$ cat config.mk
export PLATFORM = sky130hd
export DESIGN_NAME = apb_master_ctrl
export DESIGN_NICKNAME = d
export VERILOG_FILES = /design/src/rtl/apb_master_ctrl.sv
export SDC_FILE = /design/constraint.sdc
export NUM_CORES = 1
export LEC_CHECK = 0
export CAP_MARGIN = 20
export CORE_AREA = 2 2 59 75
export CTS_CLUSTER_DIAMETER = 40
export CTS_CLUSTER_SIZE = 10
export DETAILED_ROUTE_END_ITERATION = 10
export DIE_AREA = 0 0 61 77
export PLACE_DENSITY_LB_ADDON = 0.12
export RECOVER_POWER = 100
export SYNTH_ARGS = -nofsm -noshare
export SYNTH_HDL_FRONTEND = slang
export SYNTH_SLANG_ARGS = --single-unit
$ cat constraint.sdc
create_clock -name pclk -period 2.6 [get_ports pclk]
set_input_delay 0.39 -clock pclk [delete_from_list [all_inputs] [get_ports pclk]]
set_output_delay 0.39 -clock pclk [all_outputs]
set_load 0.005 [all_outputs]
$ cat src/rtl/apb_master_ctrl.sv
// apb_master_ctrl: APB master sequencer (IDLE -> SETUP -> ACCESS) for two slaves.
//   Latches a command on transfer and decodes PADDR[AW-1] into PSEL1/PSEL2.
//   It muxes the selected slave's response back to the command side.
// Ports:
//   pclk, presetn             - clock, asynchronous active-low reset
//   transfer, READ_WRITE      - command request, 1=read / 0=write
//   apb_read_paddr/_write_*   - command address/data
//   apb_read_data_out         - data of the last completed read
//   busy, xfer_done, pslverr_out - status (busy in SETUP/ACCESS, 1-cycle done pulse, last error)
//   PADDR..PENABLE            - APB request outputs (all registered)
//   PREADYx, PRDATAx, PSLVERRx - slave responses, x=1 when PADDR[AW-1]=0, x=2 otherwise
// Optional: define APB_TIMEOUT_EN to abort a transfer after TIMEOUT_CYCLES ACCESS cycles
//   with no ready. When it is undefined, ACCESS waits indefinitely.
module apb_master_ctrl #(
  parameter int AW             = 9,
  parameter int DW             = 8,
  parameter int TIMEOUT_CYCLES = 16
) (
  input  logic          pclk,
  input  logic          presetn,
  input  logic          transfer,
  input  logic          READ_WRITE,
  input  logic [AW-1:0] apb_read_paddr,
  input  logic [AW-1:0] apb_write_paddr,
  input  logic [DW-1:0] apb_write_data,
  output logic [DW-1:0] apb_read_data_out,
  output logic          busy,
  output logic          xfer_done,
  output logic          pslverr_out,
  output logic [AW-1:0] PADDR,
  output logic          PWRITE,
  output logic [DW-1:0] PWDATA,
  output logic          PSEL1,
  output logic          PSEL2,
  output logic          PENABLE,
  input  logic          PREADY1,
  input  logic          PREADY2,
  input  logic [DW-1:0] PRDATA1,
  input  logic [DW-1:0] PRDATA2,
  input  logic          PSLVERR1,
  input  logic          PSLVERR2
);

  typedef enum logic [1:0] {S_IDLE, S_SETUP, S_ACCESS} state_e;

  state_e        state_q, state_d;
  logic [AW-1:0] paddr_q, paddr_d;
  logic          pwrite_q, pwrite_d;
  logic [DW-1:0] pwdata_q, pwdata_d;
  logic          psel1_q, psel1_d;
  logic          psel2_q, psel2_d;
  logic          penable_q, penable_d;
  logic          busy_q, busy_d;
  logic          done_q, done_d;
  logic          err_q, err_d;
  logic [DW-1:0] rdata_q, rdata_d;

  // Response mux keyed on the latched address, so the unselected slave is ignored.
  logic          sel;
  logic          rdy;
  logic          slverr;
  logic [DW-1:0] prdata;
  logic          timeout_hit;

  assign sel    = paddr_q[AW-1];
  assign rdy    = sel ? PREADY2  : PREADY1;
  assign slverr = sel ? PSLVERR2 : PSLVERR1;
  assign prdata = sel ? PRDATA2  : PRDATA1;

`ifdef APB_TIMEOUT_EN
  localparam int CW = $clog2(TIMEOUT_CYCLES + 1);
  logic [CW-1:0] wait_cnt_q;

  // wait_cnt_q counts completed no-ready ACCESS cycles; the edge that would make
  // it reach TIMEOUT_CYCLES is the abort edge. A ready on that edge still wins.
  assign timeout_hit = (state_q == S_ACCESS) && !rdy &&
                       (wait_cnt_q == CW'(TIMEOUT_CYCLES - 1));

  always_ff @(posedge pclk or negedge presetn) begin
    if (!presetn) begin
      wait_cnt_q <= '0;
    end else if (state_q == S_SETUP) begin
      wait_cnt_q <= '0;
    end else if (state_q == S_ACCESS && !rdy) begin
      wait_cnt_q <= wait_cnt_q + CW'(1);
    end
  end
`else
  logic unused_timeout;
  assign unused_timeout = ^TIMEOUT_CYCLES;
  assign timeout_hit    = 1'b0;
`endif

  always_comb begin
    logic start;
    logic finish;
    state_d   = state_q;
    paddr_d   = paddr_q;
    pwrite_d  = pwrite_q;
    pwdata_d  = pwdata_q;
    psel1_d   = psel1_q;
    psel2_d   = psel2_q;
    penable_d = penable_q;
    busy_d    = busy_q;
    done_d    = 1'b0;
    err_d     = err_q;
    rdata_d   = rdata_q;
    start     = 1'b0;
    finish    = 1'b0;

    case (state_q)
      S_IDLE: begin
        start = transfer;
      end
      S_SETUP: begin
        state_d   = S_ACCESS;
        penable_d = 1'b1;
      end
      S_ACCESS: begin
        finish = rdy | timeout_hit;
        if (finish) begin
          done_d = 1'b1;
          err_d  = rdy ? slverr : 1'b1;
          if (rdy && !pwrite_q) begin
            rdata_d = prdata;
          end
          if (transfer) begin
            start = 1'b1;
          end else begin
            state_d   = S_IDLE;
            psel1_d   = 1'b0;
            psel2_d   = 1'b0;
            penable_d = 1'b0;
            busy_d    = 1'b0;
          end
        end
      end
      default: begin
        state_d = S_IDLE;
      end
    endcase

    // Command latch, shared by IDLE start and back-to-back restart from ACCESS.
    if (start) begin
      state_d   = S_SETUP;
      paddr_d   = READ_WRITE ? apb_read_paddr : apb_write_paddr;
      pwrite_d  = ~READ_WRITE;
      if (!READ_WRITE) begin
        pwdata_d = apb_write_data;
      end
      psel1_d   = ~paddr_d[AW-1];
      psel2_d   = paddr_d[AW-1];
      penable_d = 1'b0;
      busy_d    = 1'b1;
    end
  end

  always_ff @(posedge pclk or negedge presetn) begin
    if (!presetn) begin
      state_q   <= S_IDLE;
      paddr_q   <= '0;
      pwrite_q  <= 1'b0;
      pwdata_q  <= '0;
      psel1_q   <= 1'b0;
      psel2_q   <= 1'b0;
      penable_q <= 1'b0;
      busy_q    <= 1'b0;
      done_q    <= 1'b0;
      err_q     <= 1'b0;
      rdata_q   <= '0;
    end else begin
      state_q   <= state_d;
      paddr_q   <= paddr_d;
      pwrite_q  <= pwrite_d;
      pwdata_q  <= pwdata_d;
      psel1_q   <= psel1_d;
      psel2_q   <= psel2_d;
      penable_q <= penable_d;
      busy_q    <= busy_d;
      done_q    <= done_d;
      err_q     <= err_d;
      rdata_q   <= rdata_d;
    end
  end

  assign PADDR             = paddr_q;
  assign PWRITE            = pwrite_q;
  assign PWDATA            = pwdata_q;
  assign PSEL1             = psel1_q;
  assign PSEL2             = psel2_q;
  assign PENABLE           = penable_q;
  assign busy              = busy_q;
  assign xfer_done         = done_q;
  assign pslverr_out       = err_q;
  assign apb_read_data_out = rdata_q;

endmodule

==> results.md, run 1 <==
* Routability Congestion at 0.767
* H-tree levels at 2
* Final global-route overflow total at 0
* DR vias at 1,340
* Synthesis warning total at 0
* Max-slew violation count at 0
* Largest net degree at the start of global routing at 35
* Power density over the cells at 937 mW/mm2
* Static Leak at 0.00108 uW
* Primary FF master, synth: dfrtp_1
* Worst reg2reg path startpoint: state_q[0]
* Critical path arrival at 1.76 ns
* # hold bufs at CTS at 0
* Number of synthesized flops with an enable pin at 0
* Final Net Count at 269
* Post-Synthesis Net Count at 184
* Hold Path Stages at 1
* Worst Hold Class: flop to flop
* Die width at 61 um
* Row count at 26
* Core box area at 0.00400 mm2
* FILL cells at 349
* Xor and xnor area share after synthesis at 0%
* Share of post-route cells with drive strength above 1 at 21.7%
* Syn_area_per_cell at 12.7 um2
* Vias in the first global route at 1,354
* GRT Total Usage at 17.3%
* Final worst path period share at 82.9%
* Critical path data required time at 2.21 ns
* FFs w/ async S/R, synth at 100%
* Relative slew slack at 58.5%
* Initial drt markers at 44
* Register bit total from synthesis at 34
* Final setup vio count at 0
* # diodes at 0
* Worst vdd ir at 0.000445 V
* R2r setup slk at 0.64 ns
* Max clock buf depth at 2
* Power Total at 2450 uW
* Worst Hold Path EP: busy
* Synth cell types at 23
* Compound-Gate Fraction of Synth Area at 11.9%
* Routed len/inst at 14.3 um
* Final min period at 2.15 ns
* Crit path capture type: output port
* First drt pass iteration count at 4
* CP max FO at 11
* Clk pin slew, worst setup/hold paths at 0.07 ns
* Worst skew pair latency at 0.28 ns
* DR vias/cell at 4.91
* Largest cells by area after synthesis: dfrtp_1, mux2_2, o211ai_1, o21ai_0, nand2b_1
* Final setup skew at 0.00564 ns
* Area growth syn-to-layout at 57.3%
* Status: finished, final reports clean
* Post-DP HPWL at 3050 um
* Area of the multi-input gates at 757 um2
* Most common cell in the netlist: mux2_2
* Utilization after layout at 65.4%
* Reg2reg path depth at 5
* Crit Path Class: flop to output port
* Post-synth top area share at 51.1%
* Initial Util at 41.6%
* Total of max-cap violations at 0
* Yosys top cell by area: dfrtp_1
* Slew @ Worst Pin at 0.618 ns
* Syn Inst Count at 131
* Post-synthesis adder-cell area fraction at 2.26%
* CTS tree: built
* Root buffer cell: clkbuf_8
* Simple-gate share of the synthesized area at 6.09%
* Clock Sinks at 34
* DR DRC count at 0
* Cts repair resizes at 0
* Die height at 77 um
* Max Fclk at 464 MHz
* Critical R2R Capture: apb_read_data_out[1]
* PortBufs at 81
* Die ar. at 0.00470 mm2
* FF+latch area at 851 um2
* Routed Wire Length at 3900 um
* I/O pins at 82
* Post-synthesis cell area at 0.00166 mm2
* First-pass GRT wire length at 6100 um
* Total clock buffers created by CTS at 5
* Worst Setup Start Kind: flop
* Final setup TNS at 0 ns
* Seq/Total Area, Yosys at 51.1%
* RSZ-0062 raised after global routing: false
* Final hold vios at 0
* Main combinational cell family by area after synthesis: multiplexers
* Hold wc startpoint: busy
* Mux share of post-synthesis cell area at 25.6%
* Final ANT Viol Nets at 0
* Initial antenna violation count at 0
* Postcts setup bufs at 0
* Most frequent cells after synthesis: mux2_2, dfrtp_1, o21ai_0
[state kept, by name (all words and copies together) (netlist names)]
register / flops
pslverr_out: 1
state_q: 2
PWRITE: 1
PWDATA: 8
PSEL1: 1
PSEL2: 1
PENABLE: 1
apb_read_data_out: 8
busy: 1
xfer_done: 1
PADDR: 9
[power by group]
part	switching, uW	internal (uW)	total (uW)	leakage [uW]
sequential	131	786	917	0.000413
clock	183	213	397	0.0000482
combinational	434	705	1140	0.000619
total	748	1700	2450	0.00108
[cells by family after synthesis]
logic type | count (synthesis)
fa+ha+maj | 3
flops | 34
buf+inv | 11
mux | 37
compound gates | 31
simple gates | 15
[area by class of cell]
cell class / count / area share, %
Inverter: 5 / 0.717
Multi-Input combinational cell: 86 / 28.9
Clock inverter: 1 / 0.191
Sequential cell: 34 / 32.5
Tap cell: 56 / 2.68
Timing Repair Buffer: 84 / 31.7
Clock buffer: 7 / 3.30
[metrics by stage]
step                      setup WS (ns)  hold slack (ns)  instances  cell area [um2]
final                             0.445            0.478        273             2620
after global placement            0.471            0.469        265             2540
after global routing              0.356            0.500        273             2620
after CTS                         0.685            0.490        273             2630
after floorplan                   0.999           0.0944        131             1660
after detailed placement          0.414            0.474        265             2540
[worst max-delay path: stages (launching register included)]
cell	delay, ns
dfrtp_1	0.40
clkbuf_1	0.48
clkdlybuf4s50_1	0.61
[metal layers]
layer  GRT usage, %  share of wire [%]  routed length, um  up-vias
li1               -                  -                  -      645
met1           19.1                 37               1450      630
met2           29.8                 52               2030       58
met3           5.56                9.2                357        7
met4           6.52                1.5                 60        0
met5              0                  0                  0        -
[how the worst max path moves through the flow]
stage                    start                    to  slack, ns  depth (start not counted)
floorplan           state_q[0]  apb_read_data_out[0]        1.0                          5
global placement       PREADY2              PADDR[0]       0.47                          4
detailed placement     PREADY2              PADDR[7]       0.41                          4
CTS                 state_q[0]              PADDR[7]       0.69                          5
global route          PADDR[8]              PADDR[8]       0.36                          2
finish                PADDR[8]              PADDR[8]       0.45                          2
[placed cells by master, fill, tap and decap left out]
cell type        synthesis  layout
o21ai_0                 13      13
o21a_1                   1       1
ha_1                     3       3
clkinv_2                 0       1
nand3b_1                 2       2
nor3_2                   0       1
nand2_1                  2       2
a31oi_1                  1       1
a21oi_1                  2       2
dfrtp_1                 34      34
a32o_1                   1       1
clkdlybuf4s50_1          0      47
mux2_2                  35      35
dlygate4sd3_1            0      34
nand2b_1                 9       9
clkbuf_8                 0       6
clkbuf_1                 4       2
a211oi_1                 1       1
o21ai_2                  1       1
a21o_1                   1       1
o211ai_1                10      10
mux2i_4                  1       1
inv_1                    5       5
mux2i_1                  1       1
nor2b_1                  1       1
buf_4                    0       2
Note: power is estimated with default switching activity, not from simulation.
==> run 2: changes to the inputs <==
--- a/config.mk
+++ b/config.mk
@@ -6,11 +6,11 @@
 export NUM_CORES = 1
 export LEC_CHECK = 0
 export CAP_MARGIN = 20
-export CORE_AREA = 2 2 59 75
+export CORE_AREA = 2 2 61 78
 export CTS_CLUSTER_DIAMETER = 40
 export CTS_CLUSTER_SIZE = 10
 export DETAILED_ROUTE_END_ITERATION = 10
-export DIE_AREA = 0 0 61 77
+export DIE_AREA = 0 0 63 80
 export PLACE_DENSITY_LB_ADDON = 0.12
 export RECOVER_POWER = 100
 export SYNTH_ARGS = -nofsm -noshare
==> constraint.sdc (replaced) <==
create_clock -name pclk -period 2.2 [get_ports pclk]
set_input_delay 0.33 -clock pclk [delete_from_list [all_inputs] [get_ports pclk]]
set_output_delay 0.33 -clock pclk [all_outputs]
set_load 0.005 [all_outputs]
==> run 2 against run 1 <==
  * The run now ends with capacitance limit, slew limit left
  * Count of clock-buffer cells in the layout up 1
  * Clock skew down 0.00090 ns
  * Flip-flop and latch count unchanged
  * Critical path depth unchanged
  * Final area up 1.0%
  * Total power up 23%
  * Critical path type unchanged
  * Largest cell class unchanged
==> results.md, run 2 (synthesized netlist as in run 1, its figures left out) <==
* Status: finished with violations
* Failing checks: capacitance limit, slew limit
* Worst Setup Start Kind: flop
* PortBufs at 81 (unchanged)
* Clk pin slew, worst setup/hold paths at 0.07 ns (about the same)
* Crit Path Class: flop to output port
* Initial drt markers at 39 (-11%)
* RSZ-0062 raised after global routing: false
* Pint at 2100 uW (+23%)
* Max-slew violation count at 35 (+35)
* Final hold vios at 0 (unchanged)
* Final worst path period share at 86.3%
* Reg2reg path depth at 5 (unchanged)
* Root buffer cell: clkbuf_8
* Postcts setup bufs at 0 (unchanged)
* Relative slew slack at -19.6% (-78 points)
* Initial Util at 38.8% (-2.8 points)
* GRT Total Usage at 17.4% (+0.13 points)
* FF+latch area at 851 um2 (unchanged)
* Core box area at 0.00429 mm2 (+7.2%)
* # diodes at 0 (unchanged)
* CP max FO at 11 (unchanged)
* Final setup skew at 0.00473 ns (-0.000903 ns)
* CP max-delay cell: clkdlybuf4s50_1
* DR DRC count at 0 (unchanged)
* Crit path capture type: output port
* Hold wc startpoint: busy
* Total clock buffers created by CTS at 5 (unchanged)
* Levels on crit path at 2 (unchanged)
* Vias in the first global route at 1,479 (+9.2%)
* First-pass GRT wire length at 6760 um (+11%)
* First drt pass iteration count at 4 (unchanged)
* DP Worst Slack at 0.332 ns (-0.0820 ns)
* Slew @ Worst Pin at 1.79 ns (+1.18 ns)
* Share of post-route cells with drive strength above 1 at 22.5% (+0.82 points)
* Initial antenna violation count at 0 (unchanged)
* Final ANT Viol Nets at 0 (unchanged)
* Cts repair resizes at 0 (unchanged)
* Routed len/inst at 14.6 um (+2.4%)
* Critical path arrival at 1.57 ns (-0.19 ns)
* CP startpoint: PADDR[8]
* Final setup TNS at 0 ns (unchanged)
* Commonest cells after routing, fill and taps aside: clkdlybuf4s50_1, mux2_2, dfrtp_1, dlygate4sd3_1, o21ai_0
* Dpl cells at 268 (+1.1%)
* H-tree levels at 2 (unchanged)
* Sequential Power Share at 36.2% (-1.2 points)
* DR vias/cell at 5.00 (+1.9%)
* Row count at 27 (+3.8%)
* Critical R2R Capture: apb_read_data_out[0]
* Commonest non-fill, non-tap cell in the layout: clkdlybuf4s50_1
* Critical path data required time at 1.87 ns (-0.34 ns)
* Max reg flops at 9 (unchanged)
* Final worst slack at 0.302 ns (-0.143 ns)
* Cells along the critical path: clkbuf_2, clkdlybuf4s50_1
* Worst skew pair latency at 0.28 ns (about the same)
* I/O pins at 82 (unchanged)
* Power density over the cells at 1140 mW/mm2 (+21%)
* CP endpoint: PADDR[8]
* R2r setup slk at 0.38 ns (-0.26 ns)
* CTS tree: built
* Fin cells at 276 (+1.1%)
* Final Net Count at 270 (+0.37%)
* CP max stage delay at 0.56 ns (-0.05 ns)
* Die ar. at 0.00504 mm2 (+7.3%)
* Max Fclk at 527 MHz
* Largest delay share family, worst path: buffers and inverters
* Total of max-cap violations at 1 (+1)
* Comb power frac at 46.2% (-0.2 points)
* Worst vdd ir at 0.000578 V (+30%)
* Static Leak at 0.00109 uW (+1.4%)
* # hold bufs at CTS at 0 (unchanged)
* Clock share of power at 17.7% (+1.5 points)
* Final min period at 1.90 ns
* Max clock buf depth at 2 (unchanged)
* Area growth syn-to-layout at 58.9%
* Psw at 908 uW (+21%)
* Area of the multi-input gates at 759 um2 (+0.33%)
* Worst Path Buf+Inv at 2 (unchanged)
* Routability Congestion at 0.778 (+1.5%)
* DR vias at 1,381 (+3.1%)
* Final setup vio count at 0 (unchanged)
* Final global-route overflow total at 0 (unchanged)
* Routed Wire Length at 4040 um (+3.6%)
* Worst Hold Class: flop to flop
* Switching portion of total power at 30.2% (-0.28 points)
* Die width at 63 um (+3.3%)
* Clock Sinks at 34 (unchanged)
* Die height at 80 um (+3.9%)
* Largest net degree at the start of global routing at 35 (unchanged)
* FILL cells at 367 (+5.2%)
* Post-DP HPWL at 3120 um (+2.5%)
* Worst reg2reg path startpoint: state_q[0]
## run 2: worst min path at each step
stage	slack [ns]	cells after the start	end
2_1_floorplan	0.03	0	PADDR[0]
3_3_place_gp	0.43	1	PWDATA[3]
3_5_place_dp	0.44	1	PWDATA[3]
4_1_cts	0.13	1	PWDATA[3]
5_1_grt	0.50	1	busy
6_report	0.48	1	busy
## run 2: metal layers
| layer | vias up | track usage, % | wire length, um |
|---|---|---|---|
| li1 | 649 | - | - |
| met1 | 661 | 18.4 | 1540 |
| met2 | 65 | 30.6 | 2050 |
| met3 | 6 | 7.05 | 387 |
| met4 | 0 | 7.33 | 61 |
| met5 | - | 0 | 0 |
## run 2: worst register-to-register path: stages (launching register included)
cell     delay, ns
dfrtp_1       0.39
inv_1         0.10
ha_1          0.25
inv_1         0.15
nor3_4        0.42
mux2_2        0.39
## run 2: through the flow
step / hold WS, ns / instance area (um2) / utilization, % / power (uW)
2_1_floorplan: 0.0344 / 1660 / - / 1800
3_3_place_gp: 0.432 / 2540 / 59.2 / 2580
3_5_place_dp: 0.438 / 2540 / 59.2 / 2640
4_1_cts: 0.127 / 2650 / 61.8 / 3180
5_1_grt: 0.504 / 2640 / 61.6 / 3230
6_report: 0.478 / 2640 / 61.6 / 3010
## run 2: cell type report
| class | instances | share of cell area, % |
|---|---|---|
| flip-flops and latches | 34 | 32.2 |
| multi-input cells | 86 | 28.7 |
| inverters | 5 | 0.710 |
| well taps | 58 | 2.74 |
| clock buffers | 8 | 4.16 |
| repair buffers | 85 | 31.5 |
## run 2: power by group through the flow
stage | sequential, uW | clock (uW) | combinational (uW)
after floorplan | 1120 | 0 | 675
final | 1090 | 531 | 1390
after global placement | 1100 | 0 | 1480
after global routing | 1130 | 574 | 1520
after detailed placement | 1120 | 0 | 1520
after CTS | 1110 | 547 | 1530
